==> src/rtl/memory_stage_lsu.sv <==
// Memory stage: execute->memory pipeline register, data-memory request/response FSM,
// store lane replication with byte enables, and load lane selection with extension.
module memory_stage_lsu #(
  parameter int unsigned XLEN = 32,
  parameter int unsigned BE_W = XLEN / 8
) (
  input  logic            clk_i,
  input  logic            reset_i,
  input  logic            valid_e_i,
  input  logic [XLEN-1:0] alu_result_e_i,
  input  logic [XLEN-1:0] write_data_e_i,
  input  logic [XLEN-1:0] pc_target_e_i,
  input  logic [XLEN-1:0] pc_plus4_e_i,
  input  logic [XLEN-1:0] imm_ext_e_i,
  input  logic [4:0]      rd_e_i,
  input  logic [2:0]      width_src_e_i,
  input  logic [2:0]      result_src_e_i,
  input  logic            mem_read_e_i,
  input  logic            mem_write_e_i,
  input  logic            reg_write_e_i,
  input  logic            stall_m_i,
  output logic            dmem_req_o,
  output logic            dmem_we_o,
  output logic [XLEN-1:0] dmem_addr_o,
  output logic [XLEN-1:0] dmem_wdata_o,
  output logic [BE_W-1:0] dmem_be_o,
  input  logic            dmem_gnt_i,
  input  logic            dmem_rvalid_i,
  input  logic [XLEN-1:0] dmem_rdata_i,
  output logic            mem_busy_o,
  output logic            misalign_o,
  output logic            valid_m_o,
  output logic [XLEN-1:0] alu_result_m_o,
  output logic [XLEN-1:0] write_data_m_o,
  output logic [XLEN-1:0] pc_target_m_o,
  output logic [XLEN-1:0] pc_plus4_m_o,
  output logic [XLEN-1:0] imm_ext_m_o,
  output logic [4:0]      rd_m_o,
  output logic [2:0]      width_src_m_o,
  output logic [2:0]      result_src_m_o,
  output logic            mem_write_m_o,
  output logic            reg_write_m_o,
  output logic [XLEN-1:0] forward_data_m_o,
  output logic [XLEN-1:0] load_data_m_o
);
  localparam int unsigned OFF_W = $clog2(BE_W);

  typedef enum logic [1:0] {IDLE, REQ, WAIT, DONE} state_t;
  typedef enum logic [1:0] {SZ_B, SZ_H, SZ_W, SZ_D} size_t;

  function automatic size_t dec_size(input logic [2:0] w);
    case (w)
      3'b001, 3'b100: dec_size = SZ_H;
      3'b010, 3'b101: dec_size = SZ_B;
      3'b011:         dec_size = (XLEN == 64) ? SZ_D : SZ_W;
      default:        dec_size = SZ_W;
    endcase
  endfunction

  function automatic logic is_misaligned(input logic [2:0] low, input size_t sz);
    case (sz)
      SZ_H:    is_misaligned = low[0] != 1'b0;
      SZ_W:    is_misaligned = low[1:0] != 2'b00;
      SZ_D:    is_misaligned = low != 3'b000;
      default: is_misaligned = 1'b0;
    endcase
  endfunction

  state_t            state_q, state_d;
  logic              valid_q, mem_read_q, mem_write_q, reg_write_q;
  logic [XLEN-1:0]   alu_q, wdata_q, pct_q, pc4_q, imm_q, load_data_q;
  logic [4:0]        rd_q;
  logic [2:0]        width_q, rsrc_q;

  logic              advance, ld_capture, mis_e, sgn_m;
  size_t             size_m;
  logic [OFF_W-1:0]  off_m;
  logic [BE_W-1:0]   be_base;
  logic [XLEN-1:0]   lane, ld_ext;

  assign mem_busy_o = (state_q == REQ) || (state_q == WAIT);
  assign advance    = ~stall_m_i & ~mem_busy_o;
  assign mis_e      = is_misaligned(alu_result_e_i[2:0], dec_size(width_src_e_i));

  assign size_m     = dec_size(width_q);
  assign sgn_m      = (width_q == 3'b000) || (width_q == 3'b001) || (width_q == 3'b010);
  assign off_m      = alu_q[OFF_W-1:0];
  assign misalign_o = valid_q & (mem_read_q | mem_write_q) & is_misaligned(alu_q[2:0], size_m);

  // A capture always decides the next state; otherwise the handshake proceeds regardless of stall.
  always_comb begin
    state_d    = state_q;
    ld_capture = 1'b0;
    if (advance) begin
      state_d = (valid_e_i & (mem_read_e_i | mem_write_e_i) & ~mis_e) ? REQ : IDLE;
    end else begin
      case (state_q)
        REQ:     if (dmem_gnt_i) state_d = mem_write_q ? DONE : WAIT;
        WAIT:    if (dmem_rvalid_i) begin
                   ld_capture = 1'b1;
                   state_d    = DONE;
                 end
        default: state_d = state_q;
      endcase
    end
  end

  always_ff @(posedge clk_i) begin
    if (reset_i) begin
      state_q     <= IDLE;
      valid_q     <= 1'b0;
      alu_q       <= '0;
      wdata_q     <= '0;
      pct_q       <= '0;
      pc4_q       <= '0;
      imm_q       <= '0;
      rd_q        <= '0;
      width_q     <= '0;
      rsrc_q      <= '0;
      mem_read_q  <= 1'b0;
      mem_write_q <= 1'b0;
      reg_write_q <= 1'b0;
      load_data_q <= '0;
    end else begin
      state_q <= state_d;
      if (advance) begin
        valid_q     <= valid_e_i;
        alu_q       <= alu_result_e_i;
        wdata_q     <= write_data_e_i;
        pct_q       <= pc_target_e_i;
        pc4_q       <= pc_plus4_e_i;
        imm_q       <= imm_ext_e_i;
        rd_q        <= rd_e_i;
        width_q     <= width_src_e_i;
        rsrc_q      <= result_src_e_i;
        mem_read_q  <= mem_read_e_i;
        mem_write_q <= mem_write_e_i;
        reg_write_q <= reg_write_e_i;
      end
      if (ld_capture) load_data_q <= ld_ext;
    end
  end

  always_comb begin
    be_base      = '0;
    dmem_wdata_o = wdata_q;
    case (size_m)
      SZ_B: begin
        be_base      = BE_W'(1);
        dmem_wdata_o = {BE_W{wdata_q[7:0]}};
      end
      SZ_H: begin
        be_base      = BE_W'(3);
        dmem_wdata_o = {(BE_W/2){wdata_q[15:0]}};
      end
      SZ_W: begin
        be_base      = BE_W'(4'hF);
        dmem_wdata_o = {(XLEN/32){wdata_q[31:0]}};
      end
      default: begin
        be_base      = '1;
        dmem_wdata_o = wdata_q;
      end
    endcase
  end

  always_comb begin
    lane   = dmem_rdata_i >> {off_m, 3'b000};
    ld_ext = lane;
    case (size_m)
      SZ_B:    ld_ext = sgn_m ? XLEN'($signed(lane[7:0]))  : XLEN'(lane[7:0]);
      SZ_H:    ld_ext = sgn_m ? XLEN'($signed(lane[15:0])) : XLEN'(lane[15:0]);
      SZ_W:    ld_ext = sgn_m ? XLEN'($signed(lane[31:0])) : XLEN'(lane[31:0]);
      default: ld_ext = lane;
    endcase
  end

  always_comb begin
    forward_data_m_o = alu_q;
    case (rsrc_q[1:0])
      2'd1:    forward_data_m_o = pct_q;
      2'd2:    forward_data_m_o = pc4_q;
      2'd3:    forward_data_m_o = imm_q;
      default: forward_data_m_o = alu_q;
    endcase
  end

  assign dmem_req_o     = (state_q == REQ);
  assign dmem_we_o      = mem_write_q;
  assign dmem_addr_o    = alu_q;
  assign dmem_be_o      = be_base << off_m;
  assign valid_m_o      = valid_q;
  assign alu_result_m_o = alu_q;
  assign write_data_m_o = wdata_q;
  assign pc_target_m_o  = pct_q;
  assign pc_plus4_m_o   = pc4_q;
  assign imm_ext_m_o    = imm_q;
  assign rd_m_o         = rd_q;
  assign width_src_m_o  = width_q;
  assign result_src_m_o = rsrc_q;
  assign mem_write_m_o  = mem_write_q;
  assign reg_write_m_o  = reg_write_q & ~misalign_o;
  assign load_data_m_o  = load_data_q;
endmodule

==> config.mk <==
export PLATFORM = sky130hd
export DESIGN_NAME = memory_stage_lsu
export DESIGN_NICKNAME = d
export VERILOG_FILES = /design/src/rtl/memory_stage_lsu.sv
export SDC_FILE = /design/constraint.sdc
export NUM_CORES = 1
export LEC_CHECK = 0
export BUFFER_PORTS_ARGS = -buffer_cell sky130_fd_sc_hd__buf_4
export CORE_AREA = 4 4 201 203
export CTS_BUF_LIST = sky130_fd_sc_hd__clkbuf_8
export CTS_CLUSTER_DIAMETER = 150
export DETAILED_ROUTE_END_ITERATION = 10
export DIE_AREA = 0 0 205 207
export PLACE_DENSITY_LB_ADDON = 0.15
export SLEW_MARGIN = 15
export SYNTH_ARGS = -nofsm -noshare
export SYNTH_HDL_FRONTEND = slang
export SYNTH_SLANG_ARGS = --single-unit
==> constraint.sdc <==
create_clock -name clk_i -period 2.1 [get_ports clk_i]
set_input_delay 0.105 -clock clk_i [delete_from_list [all_inputs] [get_ports clk_i]]
set_output_delay 0.105 -clock clk_i [all_outputs]
set_load 0.01 [all_outputs]
==> results of run 1 <==
cell usage in the layout, fill, tap and decap left out, types with 11 or more instances in the layout:
cell type,netlist,layout
buf_4,41,540
nand2_1,378,378
dlygate4sd3_1,0,218
dfxtp_1,209,202
a21oi_1,203,201
clkbuf_8,0,55
mux4_2,32,32
nor2_1,29,28
inv_1,7,26
buf_6,2,19
mux2i_1,18,18
a211oi_1,19,18
mux2_2,23,17
o22ai_1,16,11
buf_12,0,11
report_power, final:
group	internal (mW)	switching (mW)	leakage, nW
clock network	2.32	1.84	0.497
logic	2.08	1.91	5.39
registers	4.32	0.386	1.72
total	8.72	4.14	7.61
flip-flops by register name, indices dropped and copies added (netlist names):
signal	count
width_src_m_o	3
result_src_m_o	3
pc_plus4_m_o	32
state_q	2
write_data_m_o	32
alu_result_m_o	32
valid_m_o	1
imm_ext_m_o	32
load_data_m_o	32
reg_write_q	1
mem_read_q	1
dmem_we_o	1
pc_target_m_o	32
rd_m_o	5
metrics by stage:
stage,cells,utilization
floorplan,1137,-
detailed placement,2076,0.355
global route,2389,0.445
CTS,2377,0.439
finish,2389,0.445
global placement,2076,0.355
synthesized netlist by cell type, drive strengths merged, types with 2 or more instances:
cell type and instances:
a211oi 20, a21oi 204, a22oi 2, a311oi 8, buf 62, clkbuf 74, dfxtp 209, ha 2
inv 7, mux2 23, mux2i 18, mux4 32, nand2 378, nor2 29, nor2b 4, o211ai 8
o21ai 6, o21bai 4, o22ai 16, o2bb2ai 8, or3 9, or3b 2
final cells by class:
class,count,share of cell area
flip-flops and latches,209,0.245
multi-input cells,786,0.269
well taps,518,0.0378
repair buffers,794,0.397
inverters,7,0.00153
clock buffers,55,0.0442
clock inverters,20,0.00460
path summary, 6_finish.rpt:
check	end	cells after the start	slack (ns)	start
max reg2reg	load_data_m_o[9]	7	0.10	alu_result_m_o[0]
min reg2reg	mem_read_q	2	0.45	mem_read_q
min	load_data_m_o[0]	4	0.04	dmem_rdata_i[8]
max	dmem_wdata_o[13]	6	0.02	width_src_m_o[0]
cell families after synthesis:
group                      share of synthesized area
and+or+nand+nor                                0.181
AOI/OAI and AO/OA                              0.168
DFF                                            0.447
buffers and inverters                         0.0769
muxes                                          0.124
adders and majority gates                    0.00267
xor gates and xnor gates                    0.000935
metal layers:
metal | vias up | share of wire | global-route usage
li1 | 5247 | - | -
met1 | 5131 | 0.40 | 0.233
met2 | 482 | 0.49 | 0.331
met3 | 88 | 0.084 | 0.0601
met4 | 0 | 0.028 | 0.0665
met5 | - | 0 | 0
what timing repair did:
| item | in CTS | in global routing |
|---|---|---|
| pin swaps | 2 | 6 |
| setup endpoints to repair | 48 | 46 |
| gates resized for setup | 34 | 28 |
| cloned | 3 | 3 |
| hold buffers | 217 | 1 |
| setup buffers | 6 | 9 |
| hold endpoints to repair | 201 | 1 |
critical path, cell delays in order, from the launching register on:
cell	delay [ns]
dfxtp_4	0.36
buf_6	0.12
nor3b_4	0.24
a21oi_4	0.08
buf_6	0.15
mux2_4	0.31
buf_6	0.12
==> flow_metrics.py, run 1 <==
metrics = {
    "synthesis": {
        "synth_area_per_cell_sq_um": 8.24,
        "synth_ff_type": "dfxtp_1",
        "yosys_warnings": 0,
        "syn_inst": 1137,
        "synth-seq-cells": 209,
        "yosys.cell_types.count": 41,
        "synth_nets": 1351,
        "synthDominantCellAreaShare": 0.447,
        "yosysTopAreaCell": "dfxtp_1",
        "synthTopCellsByArea": "dfxtp_1, nand2_1, a21oi_1, mux4_2, buf_4",
        "synth_edf_count": 0,
        "yosysSeqAreaShare": 0.447,
        "async_flop_share": 0,
        "syn-cell-area_sq_mm": 0.00937,
    },
    "finish": {
        "final_area_sq_mm": 0.0171,
        "fin_nets": 2053,
        "fillers": 3755,
        "layout-drive-gt1-share": 0.382,
        "seqCellArea_sq_mm": 0.00420,
        "syn2layout_area_growth_pct": 82.8,
        "multi_input_area_sq_mm": 0.00461,
        "antenna_cells": 0,
    },
    "timing": {
        "final-setup-viol-count": 0,
        "maxSlewViolCount": 0,
        "fmax_ghz": 0.481,
        "worst_slack_ns": 0.0210,
        "finalSetupTns_ns": 0,
        "clock_skew_ns": 0.0192,
        "finalCritPeriodShare": 0.990,
        "worst_slew_pin_slew_ns": 0.733,
        "whs_ns": 0.0420,
        "relSlewSlack": 0.511,
        "grt_setup_unrepaired": "yes",
        "hold_viol": 0,
        "post-route-min-period_ns": 2.08,
    },
    "floorplan": {
        "start_util": 0.243,
        "die_h_um": 207,
        "ios": 522,
        "dieArea_sq_mm": 0.0424,
        "core_sq_mm": 0.0385,
        "num_rows": 72,
        "die_w_um": 205,
    },
    "grt": {
        "antenna_found_initial": 1,
        "grt_pass1_vias": 11100,
        "grt_first_pass_wirelength_um": 66000,
        "track_usage": 0.195,
        "grt-ovfl-total": 0,
        "grt_max_degree": 88,
    },
    "placement": {
        "dpl_cell_area_sq_mm": 0.0137,
        "hpwl_um": 30700,
        "post-place-ws_ns": 0.00132,
        "numPortBuffers": 521,
        "place_congestion": 0.848,
    },
    "detailed_routing": {
        "routed_via_density": 4.58,
        "routed_wl_um": 44500,
        "dr_total_vias": 10900,
        "routedWlPerCell_um": 18.6,
        "initialDrtViolationCount": 402,
        "ant_nets": 0,
        "dr.pass1.iters": 5,
        "drc": 0,
    },
    "setup_path": {
        "required_ns": 2.00,
        "worstPathMaxFanout": 6,
        "path_class": "flop to output port",
        "cp.arrival_ns": 1.97,
        "start_kind": "flop",
        "worst_setup_path_end_kind": "output port",
    },
    "run_status": {
        "status": "complete, no violations",
    },
    "power": {
        "pwr_density_cell_mw_per_mm2": 751,
        "power.leakage_nw": 7.61,
        "finalPower_mw": 12.9,
        "peakVddDrop_v": 0.000429,
    },
    "clock_network": {
        "clock_sinks": 209,
        "cts_max_level": 2,
        "clock_latency_ns": 0.58,
        "path_clk_slew_ns": 0.06,
        "cts_root_buffer": "clkbuf_8",
        "clockBufferDepth": 3,
        "cts_tree": "yes",
        "numCtsBuffers": 41,
    },
    "run": {
        "max_cap_viol_count": 0,
    },
    "hold_path": {
        "min_path_type": "input port to flop",
    },
}
(Power assumes the default switching activity.)
==> inputs of run 2 (changes only) <==
--- a/config.mk
+++ b/config.mk
@@ -11,7 +11,8 @@
 export CTS_CLUSTER_DIAMETER = 150
 export DETAILED_ROUTE_END_ITERATION = 10
 export DIE_AREA = 0 0 205 207
-export PLACE_DENSITY_LB_ADDON = 0.15
+export PLACE_DENSITY = 0.47
+export RECOVER_POWER = 100
 export SLEW_MARGIN = 15
 export SYNTH_ARGS = -nofsm -noshare
 export SYNTH_HDL_FRONTEND = slang
==> flow_metrics.py, run 2 (synthesis gave the netlist of run 1 again) <==
metrics = {
    "finish": {
        "fin_nets": 2059,
        "final_area_sq_mm": 0.0165,
        "utilization": 0.429,
        "final_cell_mix": "nand2_1, buf_4, clkbuf_1",
        "antenna_cells": 0,
        "layout-drive-gt1-share": 0.261,
        "final_common_cell": "nand2_1",
        "syn2layout_area_growth_pct": 76.2,
        "fillers": 4000,
    },
    "detailed_routing": {
        "dr_total_vias": 10900,
        "drc": 0,
        "initialDrtViolationCount": 449,
        "routed_via_density": 4.54,
        "routed_wl_um": 44300,
        "ant_nets": 0,
        "routedWlPerCell_um": 18.5,
        "dr.pass1.iters": 5,
    },
    "clock_network": {
        "clock_latency_ns": 0.58,
        "cts_tree": "yes",
        "path_clk_slew_ns": 0.06,
        "cts_max_level": 2,
        "clockBufferDepth": 3,
        "cts_root_buffer": "clkbuf_8",
        "clock_sinks": 209,
        "numCtsBuffers": 42,
    },
    "setup_path": {
        "worst_setup_path_end_kind": "output port",
        "cp.arrival_ns": 2.05,
        "required_ns": 2.00,
        "worstPathMaxFanout": 9,
        "r2r_start": "width_src_m_o[2]",
        "r2r_setup_slack_ns": 0.10,
        "path_class": "flop to output port",
        "r2r-end": "load_data_m_o[18]",
        "start_kind": "flop",
        "reg2reg_depth": 7,
    },
    "hold_path": {
        "hold_end": "load_data_m_o[7]",
        "hold_depth": 5,
        "min_path_type": "input port to flop",
        "min_from": "dmem_rvalid_i",
    },
    "grt": {
        "track_usage": 0.198,
        "grt_max_degree": 91,
        "grt-ovfl-total": 0,
        "grt_pass1_vias": 11000,
        "antenna_found_initial": 0,
        "grt_first_pass_wirelength_um": 66400,
    },
    "timing": {
        "worst_slew_pin_slew_ns": 0.528,
        "relSlewSlack": 0.644,
        "finalCritPeriodShare": 1.03,
        "final-setup-viol-count": 25,
        "post-route-min-period_ns": 2.16,
        "maxSlewViolCount": 0,
        "hold_viol": 0,
        "worst_slack_ns": -0.0571,
        "finalSetupTns_ns": -0.598,
        "fmax_ghz": 0.464,
        "clock_skew_ns": 0.0129,
        "grt_setup_unrepaired": "yes",
        "whs_ns": 0.0724,
    },
    "floorplan": {
        "core_sq_mm": 0.0385,
        "ios": 522,
        "start_util": 0.243,
        "die_h_um": 207,
        "num_rows": 72,
        "dieArea_sq_mm": 0.0424,
        "die_w_um": 205,
    },
    "power": {
        "peakVddDrop_v": 0.000505,
        "power.leakage_nw": 6.67,
        "finalPower_mw": 13.0,
        "pwr_density_cell_mw_per_mm2": 790,
    },
    "placement": {
        "numPortBuffers": 521,
        "hpwl_um": 30700,
        "place_congestion": 0.841,
        "dpl_cell_area_sq_mm": 0.0137,
    },
    "run_status": {
        "status": "finished with violations",
        "violations": "negative setup slack",
    },
    "run": {
        "max_cap_viol_count": 0,
    },
}
run 2: changes by cell type in the layout (fill, tap and decap cells not counted), moves of 3 or more:
cell	delta
buf_12	+7
clkbuf_1	+238
dlygate4sd3_1	+5
clkbuf_8	+4
buf_6	+5
o22ai_1	-3
inv_1	-5
buf_4	-247
run 2: what timing repair did:
action | in CTS | in global routing
pin swaps | 3 | 2
hold buffers | 223 | 0
hold endpoints to repair | 203 | 0
endpoints found under the setup margin | 61 | 42
resized for setup | 52 | 27
buffers inserted | 8 | 8
cloned | 3 | 1
run 2: layout make-up:
type / count / area [sq um] / area share
clock inverter: 16 / 113 / 0.00682
timing repair buffer: 800 / 6040 / 0.366
inverter: 7 / 26.3 / 0.00159
clock buffer: 59 / 812 / 0.0492
sequential: 209 / 4210 / 0.255
tap: 518 / 648 / 0.0393
multi-input combinational: 785 / 4660 / 0.283
run 2: critical path: stages (launching register included):
cell,delay [ns]
dfxtp_4,0.36
or3_4,0.39
and2_4,0.15
buf_12,0.14
mux2_2,0.28
buf_4,0.15
run 2: worst max path at each step:
stage | from | end
final | width_src_m_o[2] | dmem_wdata_o[22]
after global routing | width_src_m_o[2] | dmem_wdata_o[22]
after CTS | width_src_m_o[1] | dmem_wdata_o[9]
after detailed placement | state_q[0] | state_q[0]
after global placement | alu_result_m_o[0] | load_data_m_o[19]
after floorplan | state_q[0] | load_data_m_o[16]
run 2: per-stage QoR:
stage | setup WS [ns] | std cells
2_1_floorplan | 0.221 | 1137
3_3_place_gp | 0.327 | 2076
3_5_place_dp | 0.309 | 2076
4_1_cts | -0.0640 | 2385
5_1_grt | -0.135 | 2394
6_report | -0.0571 | 2394
run 2: power breakdown:
group          switching (mW)  internal, mW
logic                    1.91          1.86
clock network            1.85          2.72
registers               0.390          4.32
total                    4.16          8.89
run 2: routing by layer:
layer	vias to the layer above	track usage	share of wire
li1	5255	-	-
met1	5145	0.242	0.41
met2	412	0.339	0.50
met3	67	0.0552	0.072
met4	0	0.0545	0.023
met5	-	0	0
